<file path="src/rtl/cpaep_pkg.sv">
// ============================================================================
// Module      : cpaep_pkg
// Description : Shared widths and the output-pixel entry type for the
//               convolution output path.
// Revision    : 1.0 - initial release
// ============================================================================
`default_nettype none

package cpaep_pkg;

    localparam int C_DATA_WIDTH  = 32;
    localparam int C_COORD_WIDTH = 32;

    typedef struct packed {
        logic [C_DATA_WIDTH-1:0]  data;
        logic [C_COORD_WIDTH-1:0] x;
        logic [C_COORD_WIDTH-1:0] y;
        logic [C_COORD_WIDTH-1:0] ch;
    } out_entry_t;

endpackage

`default_nettype wire

</file>
<file path="src/rtl/output_drain_fifo_sync_fifo.sv">
// ============================================================================
// Module      : sync_fifo
// Description : Generic single-clock FIFO with registered pointers, occupancy
//               level and full/empty flags. Head is read straight from storage.
// Revision    : 1.0 - initial release
// ============================================================================
`default_nettype none

module sync_fifo
    import cpaep_pkg::*;
#(
    parameter int WIDTH = C_DATA_WIDTH,
    parameter int DEPTH = 4
) (
    input  logic                   clk,
    input  logic                   rst,
    input  logic                   i_push,
    input  logic                   i_pop,
    input  logic [WIDTH-1:0]       i_wdata,
    output logic [WIDTH-1:0]       o_rdata,
    output logic [$clog2(DEPTH):0] o_level,
    output logic                   o_full,
    output logic                   o_empty
);

    localparam int                PW      = $clog2(DEPTH);
    localparam int                LW      = PW + 1;
    localparam logic [LW-1:0]     C_DEPTH = LW'(DEPTH);

    logic [WIDTH-1:0] r_mem [DEPTH];
    logic [PW-1:0]    r_wr_ptr;
    logic [PW-1:0]    r_rd_ptr;
    logic [LW-1:0]    r_level;

    // Pointers wrap for free because DEPTH is a power of two.
    always_ff @(posedge clk) begin
        if (rst) begin
            r_wr_ptr <= '0;
            r_rd_ptr <= '0;
            r_level  <= '0;
        end else begin
            if (i_push) r_wr_ptr <= r_wr_ptr + PW'(1);
            if (i_pop)  r_rd_ptr <= r_rd_ptr + PW'(1);
            case ({i_push, i_pop})
                2'b10:   r_level <= r_level + LW'(1);
                2'b01:   r_level <= r_level - LW'(1);
                default: r_level <= r_level;
            endcase
        end
    end

    always_ff @(posedge clk) begin
        if (i_push) r_mem[r_wr_ptr] <= i_wdata;
    end

    assign o_empty = (r_level == '0);
    assign o_full  = (r_level == C_DEPTH);
    assign o_level = r_level;
    // Head reads as zero while empty so the outputs are clean after reset.
    assign o_rdata = o_empty ? '0 : r_mem[r_rd_ptr];

endmodule

`default_nettype wire

</file>
<file path="src/rtl/output_drain_fifo.sv">
// ============================================================================
// Module      : output_drain_fifo
// Description : Captures finished output pixels, buffers them and drains them
//               over valid/ready; tracks overflow and job completion.
// Revision    : 1.0 - initial release
// ============================================================================
`default_nettype none

module output_drain_fifo
    import cpaep_pkg::*;
#(
    parameter int DATA_WIDTH    = C_DATA_WIDTH,
    parameter int COORD_WIDTH   = C_COORD_WIDTH,
    parameter int DEPTH         = 4,
    parameter int TOTAL_OUTPUTS = 1024*1024*64
) (
    input  logic                   clk,
    input  logic                   rst_in,
    input  logic                   start,
    input  logic                   in_valid,
    input  logic [DATA_WIDTH-1:0]  in_data,
    input  logic [COORD_WIDTH-1:0] in_x,
    input  logic [COORD_WIDTH-1:0] in_y,
    input  logic [COORD_WIDTH-1:0] in_ch,
    output logic                   out_valid,
    input  logic                   out_ready,
    output logic [DATA_WIDTH-1:0]  out_data,
    output logic [COORD_WIDTH-1:0] out_x,
    output logic [COORD_WIDTH-1:0] out_y,
    output logic [COORD_WIDTH-1:0] out_ch,
    output logic                   almost_full,
    output logic                   overflow,
    output logic [$clog2(DEPTH):0] level,
    output logic                   done
);

    localparam int            LW      = $clog2(DEPTH) + 1;
    localparam int            EW      = DATA_WIDTH + 3*COORD_WIDTH;
    localparam logic [LW-1:0] C_DEPTH = LW'(DEPTH);
    localparam logic [31:0]   C_TOTAL = 32'(TOTAL_OUTPUTS);

    logic          w_push;
    logic          w_pop;
    logic          w_full;
    logic          w_empty;
    logic [LW-1:0] w_level;
    logic [LW-1:0] w_level_next;
    logic [EW-1:0] w_wdata;
    logic [EW-1:0] w_rdata;
    logic [31:0]   w_cnt_next;
    logic [31:0]   r_cnt;
    logic          r_overflow;
    logic          r_done;

    assign w_pop   = ~w_empty & out_ready;
    // A full FIFO still accepts a push when the head leaves in the same cycle.
    assign w_push  = in_valid & (~w_full | w_pop);
    assign w_wdata = {in_data, in_x, in_y, in_ch};

    sync_fifo #(
        .WIDTH (EW),
        .DEPTH (DEPTH)
    ) u_fifo (
        .clk     (clk),
        .rst     (rst_in),
        .i_push  (w_push),
        .i_pop   (w_pop),
        .i_wdata (w_wdata),
        .o_rdata (w_rdata),
        .o_level (w_level),
        .o_full  (w_full),
        .o_empty (w_empty)
    );

    always_comb begin
        w_level_next = w_level;
        if (w_push && !w_pop)
            w_level_next = w_level + LW'(1);
        else if (!w_push && w_pop)
            w_level_next = w_level - LW'(1);
    end

    always_comb begin
        w_cnt_next = r_cnt;
        if (start)
            w_cnt_next = '0;
        else if (w_pop && (r_cnt != C_TOTAL))
            w_cnt_next = r_cnt + 32'd1;
    end

    // done looks at next-state values so it rises right after the last pop.
    always_ff @(posedge clk) begin
        if (rst_in) begin
            r_cnt      <= '0;
            r_overflow <= 1'b0;
            r_done     <= 1'b0;
        end else begin
            r_cnt <= w_cnt_next;
            if (start)
                r_overflow <= 1'b0;
            else if (in_valid && !w_push)
                r_overflow <= 1'b1;
            if (start)
                r_done <= 1'b0;
            else if ((w_cnt_next == C_TOTAL) && (w_level_next == '0))
                r_done <= 1'b1;
        end
    end

    assign {out_data, out_x, out_y, out_ch} = w_rdata;
    assign out_valid   = ~w_empty;
    assign level       = w_level;
    assign almost_full = (w_level >= (C_DEPTH - LW'(1)));
    assign overflow    = r_overflow;
    assign done        = r_done;

endmodule

`default_nettype wire

</file>
<file path="config.mk">
export PLATFORM = sky130hd
export DESIGN_NAME = output_drain_fifo
export DESIGN_NICKNAME = d
export VERILOG_FILES = /design/src/rtl/cpaep_pkg.sv /design/src/rtl/output_drain_fifo_sync_fifo.sv /design/src/rtl/output_drain_fifo.sv
export SDC_FILE = /design/constraint.sdc
export NUM_CORES = 1
export LEC_CHECK = 0
export BUFFER_PORTS_ARGS = -buffer_cell sky130_fd_sc_hd__buf_4
export CAP_MARGIN = 20
export CORE_MARGIN = 8
export CORE_UTILIZATION = 62
export CTS_CLUSTER_DIAMETER = 150
export CTS_CLUSTER_SIZE = 10
export DETAILED_ROUTE_END_ITERATION = 8
export PLACE_DENSITY = 0.84
export SYNTH_ARGS = -nofsm -noshare
export SYNTH_HDL_FRONTEND = slang
export SYNTH_SLANG_ARGS = --single-unit
</file>
<file path="constraint.sdc">
create_clock -name clk -period 14.7 [get_ports clk]
set_input_delay 4.41 -clock clk [delete_from_list [all_inputs] [get_ports clk]]
set_output_delay 4.41 -clock clk [all_outputs]
set_load 0.01 [all_outputs]
</file>
Word-level counts from Yosys, hierarchy flattened
Memories as Yosys holds them, arrays and structs flattened. A register that Yosys moved wholly into a read port is not among the register bits. Cells that the tools add are included.

Output and inout port bits: 135. Logic and storage cells: 44. Bits in registers: 41. Bits of input ports: 133. Memories: 1. RAM bits: 512.

Reductions and logical operators: 11. $lt $le $gt $ge: 1. Add/sub/neg operators: 5. Equality and inequality tests: 5. Bitwise logic cells: 5. Multiplexer cells: 10.

Memory list: u_fifo.r_mem (words 4, width 128, rd ports 1, clocked after memory_dff 1, write ports 1, RTL line output_drain_fifo_sync_fifo.sv:30) `logic [WIDTH-1:0] r_mem [DEPTH];`.

Operators with widths (number): 128-bit two-way mux (1); 32-bit two-way mux (2); 32-bit by 1-bit adder with 32-bit output (second input constant) (1); 32-bit by 27-bit == test with 1-bit output (second input constant) (1); 32-bit by 27-bit != test with 1-bit output (second input constant) (1); 3-bit logical NOT (2); 3-bit two-way mux (2); 3-bit case mux with 2 select lines (1); 1-bit logical AND (5); 2-bit by 1-bit adder with 2-bit output (second input constant) (2); 2-bit two-way mux (2); 3-bit by 1-bit adder with 3-bit output (second input constant) (1); 3-bit == test (second input constant) (1); 3-bit by 2-bit greater-or-equal comparator with 1-bit output (second input constant) (1); 3-bit by 1-bit subtractor with 3-bit output (second input constant) (1); 1-bit AND (2); 2-bit by 1-bit == test with 1-bit output (second input constant) (1); 2-bit == test (second input constant) (1); 1-bit logical NOT (2); 1-bit two-way mux (2); 1-bit inverter (2); 2-bit nonzero test (1); 2-bit OR reduction (1); 1-bit bitwise OR (1).

Longest topological paths before layout
Depth in word-level cells: 11. Gate-level depth with buffers: 15.

Cells and area by module
Synthesis repeated with hierarchy kept, for this count alone.

Cells, all modules: 1133. Area total of the unflattened synthesis: 21934.8 um^2.

Modules (own cells, without submodules): sync_fifo (area each 19785.2 um^2, cells each 857, instances 1); output_drain_fifo (area each 2149.6 um^2, cells each 276, instances 1).

Worst setup path before layout
No wires, ideal clock.

Path kind: input-to-reg. Start: input out_ready. End: memory u_fifo.r_mem[1][0] (netlist name), enable pin. Arrival: 7.596 ns. Stages on the path: 3. Path slack: 6.600 ns. Setup time: 0.503 ns. Buffers on the path: 0. Data required time: 14.197 ns. Path through: inv_1 nand3_1 and3_1.

Word-level cells in the longest chain between the ends: 5.

RTL lines: start: declaration (RTL line output_drain_fifo.sv:26) `input logic out_ready,`; 1-bit AND (RTL line output_drain_fifo.sv:55) `assign w_pop = ~w_empty & out_ready;`; 1-bit bitwise OR (RTL line output_drain_fifo.sv:57) `assign w_push = in_valid & (~w_full | w_pop);`; 1-bit AND (RTL line output_drain_fifo.sv:57); 1-bit two-way mux (RTL line output_drain_fifo_sync_fifo.sv:53) `if (i_push) r_mem[r_wr_ptr] <= i_wdata;`; 1-bit two-way mux (implied by the code) (RTL line output_drain_fifo_sync_fifo.sv:53); end: declaration (RTL line output_drain_fifo_sync_fifo.sv:30).

Every way passes these cells.

Final worst setup path
Start: register u_fifo.r_level[0] (netlist: u_fifo.o_level[0]). End: output out_y[4].

Word-level cells in the longest chain between the ends: 2.

RTL lines: start: declaration (RTL line output_drain_fifo_sync_fifo.sv:33) `logic [LW-1:0] r_level;`; start signal: assignment (RTL line output_drain_fifo_sync_fifo.sv:45) `2'b10: r_level <= r_level + LW'(1);`; start signal: assignment (RTL line output_drain_fifo_sync_fifo.sv:46) `2'b01: r_level <= r_level - LW'(1);`; start signal: assignment (RTL line output_drain_fifo_sync_fifo.sv:47) `default: r_level <= r_level;`; 3-bit logical NOT (RTL line output_drain_fifo_sync_fifo.sv:56) `assign o_empty = (r_level == '0);`; 128-bit two-way mux (RTL line output_drain_fifo_sync_fifo.sv:60) `assign o_rdata = o_empty ? '0 : r_mem[r_rd_ptr];`; end: declaration (RTL line output_drain_fifo.sv:29) `output logic [COORD_WIDTH-1:0] out_y,`.

Every way passes these cells.

==> flow_summary.html <==
<table>
<tr><th>Metric</th><th>Value</th></tr>
<tr><th colspan="2">Pwr</th></tr>
<tr><td>Pwr Density</td><td>about 170 nW/um2</td></tr>
<tr><td>Internal Power</td><td>0.00320 W</td></tr>
<tr><td>Clock power share</td><td>29.1%</td></tr>
<tr><td>Switching share of total power</td><td>27.9%</td></tr>
<tr><td>Reported leakage power</td><td>roughly 9 nW</td></tr>
<tr><td>Maximum vdd ir drop</td><td>0.133 mV</td></tr>
<tr><td>Switching Power</td><td>0.00124 W</td></tr>
<tr><td>Power share of the sequential group</td><td>42.9%</td></tr>
<tr><td>Combinational power share</td><td>27.9%</td></tr>
<tr><td>Tot Pwr</td><td>0.00444 W</td></tr>
<tr><th colspan="2">Finish</th></tr>
<tr><td>Most frequent cells in the layout</td><td>edfxtp_1 (512), buf_4 (280), and2_1 (131)</td></tr>
<tr><td>Fill count</td><td>1,871</td></tr>
<tr><td>Fraction of final layout cells sized beyond drive strength 1</td><td>34.2%</td></tr>
<tr><td>Most frequent standard cell in the layout excluding fill and tap cells</td><td>edfxtp_1</td></tr>
<tr><td>Nets</td><td>1,562</td></tr>
<tr><td>Area growth from synthesis to layout</td><td>18.6%</td></tr>
<tr><th colspan="2">CTS</th></tr>
<tr><td>Deepest level of the CTS H-tree</td><td>2</td></tr>
<tr><td>Number of CTS-inserted buffers</td><td>61</td></tr>
<tr><td>Number of gates resized after cts</td><td>0</td></tr>
<tr><td>Clock tree root driver cell</td><td>clkbuf_16</td></tr>
<tr><td>TritonCTS clock tree</td><td>built</td></tr>
<tr><td>Clock sink total</td><td>555</td></tr>
<tr><td>Later-pin clock latency in the skew report</td><td>0.61 ns</td></tr>
<tr><td>Post-CTS Hold Fix Bufs</td><td>0</td></tr>
<tr><td>Buffers from clock root to sink, at most</td><td>3</td></tr>
<tr><td>Number of setup buffers added after CTS</td><td>0</td></tr>
<tr><td>Clock transition at the registers of the reported paths</td><td>0.06 ns</td></tr>
<tr><th colspan="2">Placed design</th></tr>
<tr><td>Quantity of I/O buffers inserted on ports</td><td>267</td></tr>
<tr><td>HPWL after detailed placement</td><td>28,700 um</td></tr>
<tr><td>Final weighted congestion in routability-driven placement</td><td>0.849</td></tr>
<tr><th colspan="2">Timing</th></tr>
<tr><td>Setup repair after global routing missed its margin</td><td>false</td></tr>
<tr><td>Relative max-transition margin</td><td>28.1%</td></tr>
<tr><td>Final setup TNS</td><td>0 ns</td></tr>
<tr><td>Least-Margin Pin Slew</td><td>1.08 ns</td></tr>
<tr><td>Final setup violation count</td><td>0</td></tr>
<tr><td>Max Freq</td><td>~130 MHz</td></tr>
<tr><td>Final-report max-slew violation count</td><td>0</td></tr>
<tr><td>Final hold violation count</td><td>0</td></tr>
<tr><td>Period minus WS final</td><td>7.97 ns</td></tr>
<tr><td>Clock skew</td><td>around 0.024 ns</td></tr>
<tr><td>Share of the clock period used by the worst path after layout</td><td>54.2%</td></tr>
<tr><th colspan="2">Floorplan</th></tr>
<tr><td>Die Span Y</td><td>around 200 um</td></tr>
<tr><td>Ports placed on the boundary</td><td>268</td></tr>
<tr><td>Die area</td><td>approximately 42,000 um2</td></tr>
<tr><td>CORE AREA</td><td>approximately 35,000 um2</td></tr>
<tr><td>Number of core rows</td><td>68</td></tr>
<tr><td>Starting utilization of the core area</td><td>63.1%</td></tr>
<tr><td>Width of the die</td><td>just over 200 um</td></tr>
<tr><th colspan="2">Yosys</th></tr>
<tr><td>Sequential-to-total area share from yosys stat</td><td>around three quarters</td></tr>
<tr><td>Net count after synthesis</td><td>1,284</td></tr>
<tr><td>Number of instances in the synthesized netlist</td><td>between 1,000 and 1,500</td></tr>
<tr><td>Primary flip-flop cell chosen by synthesis mapping</td><td>edfxtp_1</td></tr>
<tr><td>Count of different cell masters after synthesis</td><td>50</td></tr>
<tr><td>Post-Synthesis Mean Instance Area</td><td>19.2 um2</td></tr>
<tr><td>Area of the mapped netlist</td><td>about 22,000 um2</td></tr>
<tr><td>Share of async-settable or async-resettable flops after synthesis</td><td>0%</td></tr>
<tr><td>Warning count from the yosys run</td><td>0</td></tr>
<tr><td>Number of synthesized register bits</td><td>555</td></tr>
<tr><td>Count of flip-flops with a built-in enable after synthesis</td><td>512</td></tr>
<tr><th colspan="2">Drt</th></tr>
<tr><td>Final wirelength</td><td>approximately 48,000 um</td></tr>
<tr><td>Detailed-route vias per instance</td><td>6.08</td></tr>
<tr><td>Remaining design rule violation count</td><td>0</td></tr>
<tr><td>Number of DRC markers in iteration 0</td><td>approximately 990</td></tr>
<tr><td>Via count of the routed design</td><td>11,500</td></tr>
<tr><td>Drt pass-1 iters</td><td>5</td></tr>
<tr><td>Antenna viol nets, final</td><td>0</td></tr>
<tr><td>Average wire per cell in the routed design</td><td>~25 um</td></tr>
<tr><th colspan="2">Setup path</th></tr>
<tr><td>Endpoint kind of the worst setup timing path</td><td>output pin</td></tr>
<tr><td>Reg-to-reg critical path startpoint</td><td>u_fifo.o_level[0]$_SDFFE_PP0P_</td></tr>
<tr><td>Arrival time of data at the critical path endpoint</td><td>3.56 ns</td></tr>
<tr><td>Cell breakdown of the critical path</td><td>inv_1 &gt; ha_1 &gt; nor2b_1 &gt; inv_2 &gt; buf_4 &gt; buf_4 &gt; and2_1 &gt; buf_4</td></tr>
<tr><td>Critical path class</td><td>reg2out</td></tr>
<tr><td>CP Max Fanout</td><td>between 60 and 70</td></tr>
<tr><td>Cells on worst reg2reg path</td><td>11</td></tr>
<tr><td>Maximum cell stage delay along the critical path</td><td>0.57 ns</td></tr>
<tr><td>Crit path buf inv count</td><td>5</td></tr>
<tr><td>Startpoint kind of the worst setup timing path</td><td>flip-flop</td></tr>
<tr><td>Required time at the endpoint of the critical path</td><td>between 10 and 15 ns</td></tr>
<tr><td>Worst reg2reg endpoint</td><td>done$_SDFFE_PP0P_</td></tr>
<tr><td>Worst path most repeated cell</td><td>buf_4</td></tr>
<tr><td>Reg-to-reg setup timing slack</td><td>10.80 ns</td></tr>
<tr><td>Dominant delay contributor by cell family on the critical path</td><td>buffers and inverters</td></tr>
<tr><td>Cell with the biggest individual delay on the critical path</td><td>buf_4</td></tr>
<tr><th colspan="2">GRT</th></tr>
<tr><td>Gr ovfl total</td><td>0</td></tr>
<tr><td>Vias in the first global route</td><td>roughly 12,000</td></tr>
<tr><td>Maximum number of pins on one net before global-route repair</td><td>between 60 and 70</td></tr>
<tr><td>All-layer global routing usage</td><td>23.0%</td></tr>
<tr><td>Antenna violations before repair</td><td>8</td></tr>
<tr><td>Wire length of the first global-routing pass</td><td>72,300 um</td></tr>
<tr><th colspan="2">Flow run</th></tr>
<tr><td>Reported max-cap violation count</td><td>0</td></tr>
<tr><th colspan="2">Min path</th></tr>
<tr><td>Cell depth of the worst hold path</td><td>2</td></tr>
<tr><td>Worst hold path endpoint</td><td>overflow$_SDFFE_PP0P_</td></tr>
<tr><td>Beginning of the worst hold path</td><td>overflow$_SDFFE_PP0P_</td></tr>
<tr><td>Class of the tightest hold or removal check</td><td>reg2reg</td></tr>
<tr><th colspan="2">Status</th></tr>
<tr><td>Result of the run</td><td>completed</td></tr>
</table>
through the flow:
stage / std cells / util [%] / setup slack (ns) / hold WS (ns) / instance area, um2
floorplan: 1137 / - / 6.60 / 0.485 / 21900
global placement: 1807 / 70.1 / 7.39 / 0.468 / 24300
detailed placement: 1807 / 70.1 / 7.38 / 0.479 / 24300
CTS: 1883 / 74.8 / 6.70 / 0.497 / 25900
global route: 1888 / 74.8 / 6.56 / 0.504 / 25900
finish: 1888 / 74.8 / 6.73 / 0.492 / 25900
registers in the layout (all words and copies together), names as in the netlist, named ones only:
| register | count |
|---|---|
| r_cnt | 32 |
| u_fifo.r_mem | 512 |
| u_fifo.r_rd_ptr | 2 |
| overflow | 1 |
| u_fifo.o_level | 3 |
| u_fifo.r_wr_ptr | 2 |
| done | 1 |
worst register-to-register path, stage by stage, from the launching register on:
cell and delay, ns:
dfxtp_1 0.37, inv_1 0.13, ha_1 0.25, nor2b_1 0.18, inv_2 0.42, nand4_1 0.40, nor4_2 0.75, nand3_1 0.22
xor2_1 0.29, nor4b_1 0.45, nand4_1 0.17, o31ai_2 0.20
power by group through the flow:
| stage | sequential [W] | clock [W] | combinational (W) |
|---|---|---|---|
| after global placement | 0.00193 | 0 | 0.00123 |
| after detailed placement | 0.00194 | 0 | 0.00125 |
| after floorplan | 0.00190 | 0 | 0.000723 |
| after global routing | 0.00192 | 0.00138 | 0.00133 |
| final | 0.00190 | 0.00129 | 0.00124 |
| after CTS | 0.00191 | 0.00132 | 0.00127 |
synthesized netlist by cell type, drive strengths merged (3+ instances only):
cell    instances  area, um2
inv            16       60.1
ha             14        175
nor2           53        199
xnor2          23        201
edfxtp        512      15400
o21ai           8       40.0
a31oi           5       31.3
nand3          16       80.1
nor4           13        109
and2          131        820
mux4          128       2880
o31ai           3       27.5
dfxtp          43        861
nand2          18       67.6
a211oi          3       22.5
buf            29        133
xor2           18        158
nand4          13       96.3
and3            8       50.1
nor3           11       55.1
and4            8       70.1
clkbuf         36        135
a21oi           7       35.0
routing by layer:
| layer | track usage (%) | share of wire, % | routed length (um) | vias up |
|---|---|---|---|---|
| met3 | 6.30 | 7.5 | 3610 | 96 |
| met2 | 37.9 | 51 | 24600 | 443 |
| li1 | - | - | - | 5019 |
| met4 | 9.71 | 3.1 | 1490 | 6 |
| met1 | 28.6 | 38 | 18200 | 5914 |
| met5 | 0 | 0.081 | 39 | - |
worst max-delay path by stage:
stage | start | slack, ns | end | cells after the start
2_1_floorplan | out_ready | 6.60 | u_fifo.r_mem[1][0]$_DFFE_PP_ | 3
3_3_place_gp | flip-flop | 7.39 | out_ch[1] | 5
3_5_place_dp | flip-flop | 7.38 | out_y[25] | 4
4_1_cts | u_fifo.o_level[0]$_SDFFE_PP0P_ | 6.70 | out_data[2] | 8
5_1_grt | flip-flop | 6.56 | out_y[25] | 4
6_report | u_fifo.o_level[0]$_SDFFE_PP0P_ | 6.73 | out_y[4] | 8
cells by family after synthesis:
family | count (synthesis) | share of synthesized area (%)
flops | 555 | 74.3
xor+xnor | 41 | 1.64
fa+ha+maj | 14 | 0.801
compound gates | 36 | 1.11
mux | 130 | 13.3
simple gates | 280 | 7.38
buf+inv | 81 | 1.50
final cells by class:
class | count | area, um2 | area share [%]
flip-flops and latches | 555 | 16200 | 62.7
diodes | 5 | 12.5 | 0.0483
clock buffers | 72 | 1570 | 6.05
inverters | 16 | 60.1 | 0.232
repair buffers | 280 | 2100 | 8.11
clock inverters | 4 | 45.0 | 0.174
well taps | 455 | 569 | 2.20
multi-input cells | 501 | 5310 | 20.5
No activity file was read; power rests on OpenSTA's default activity.
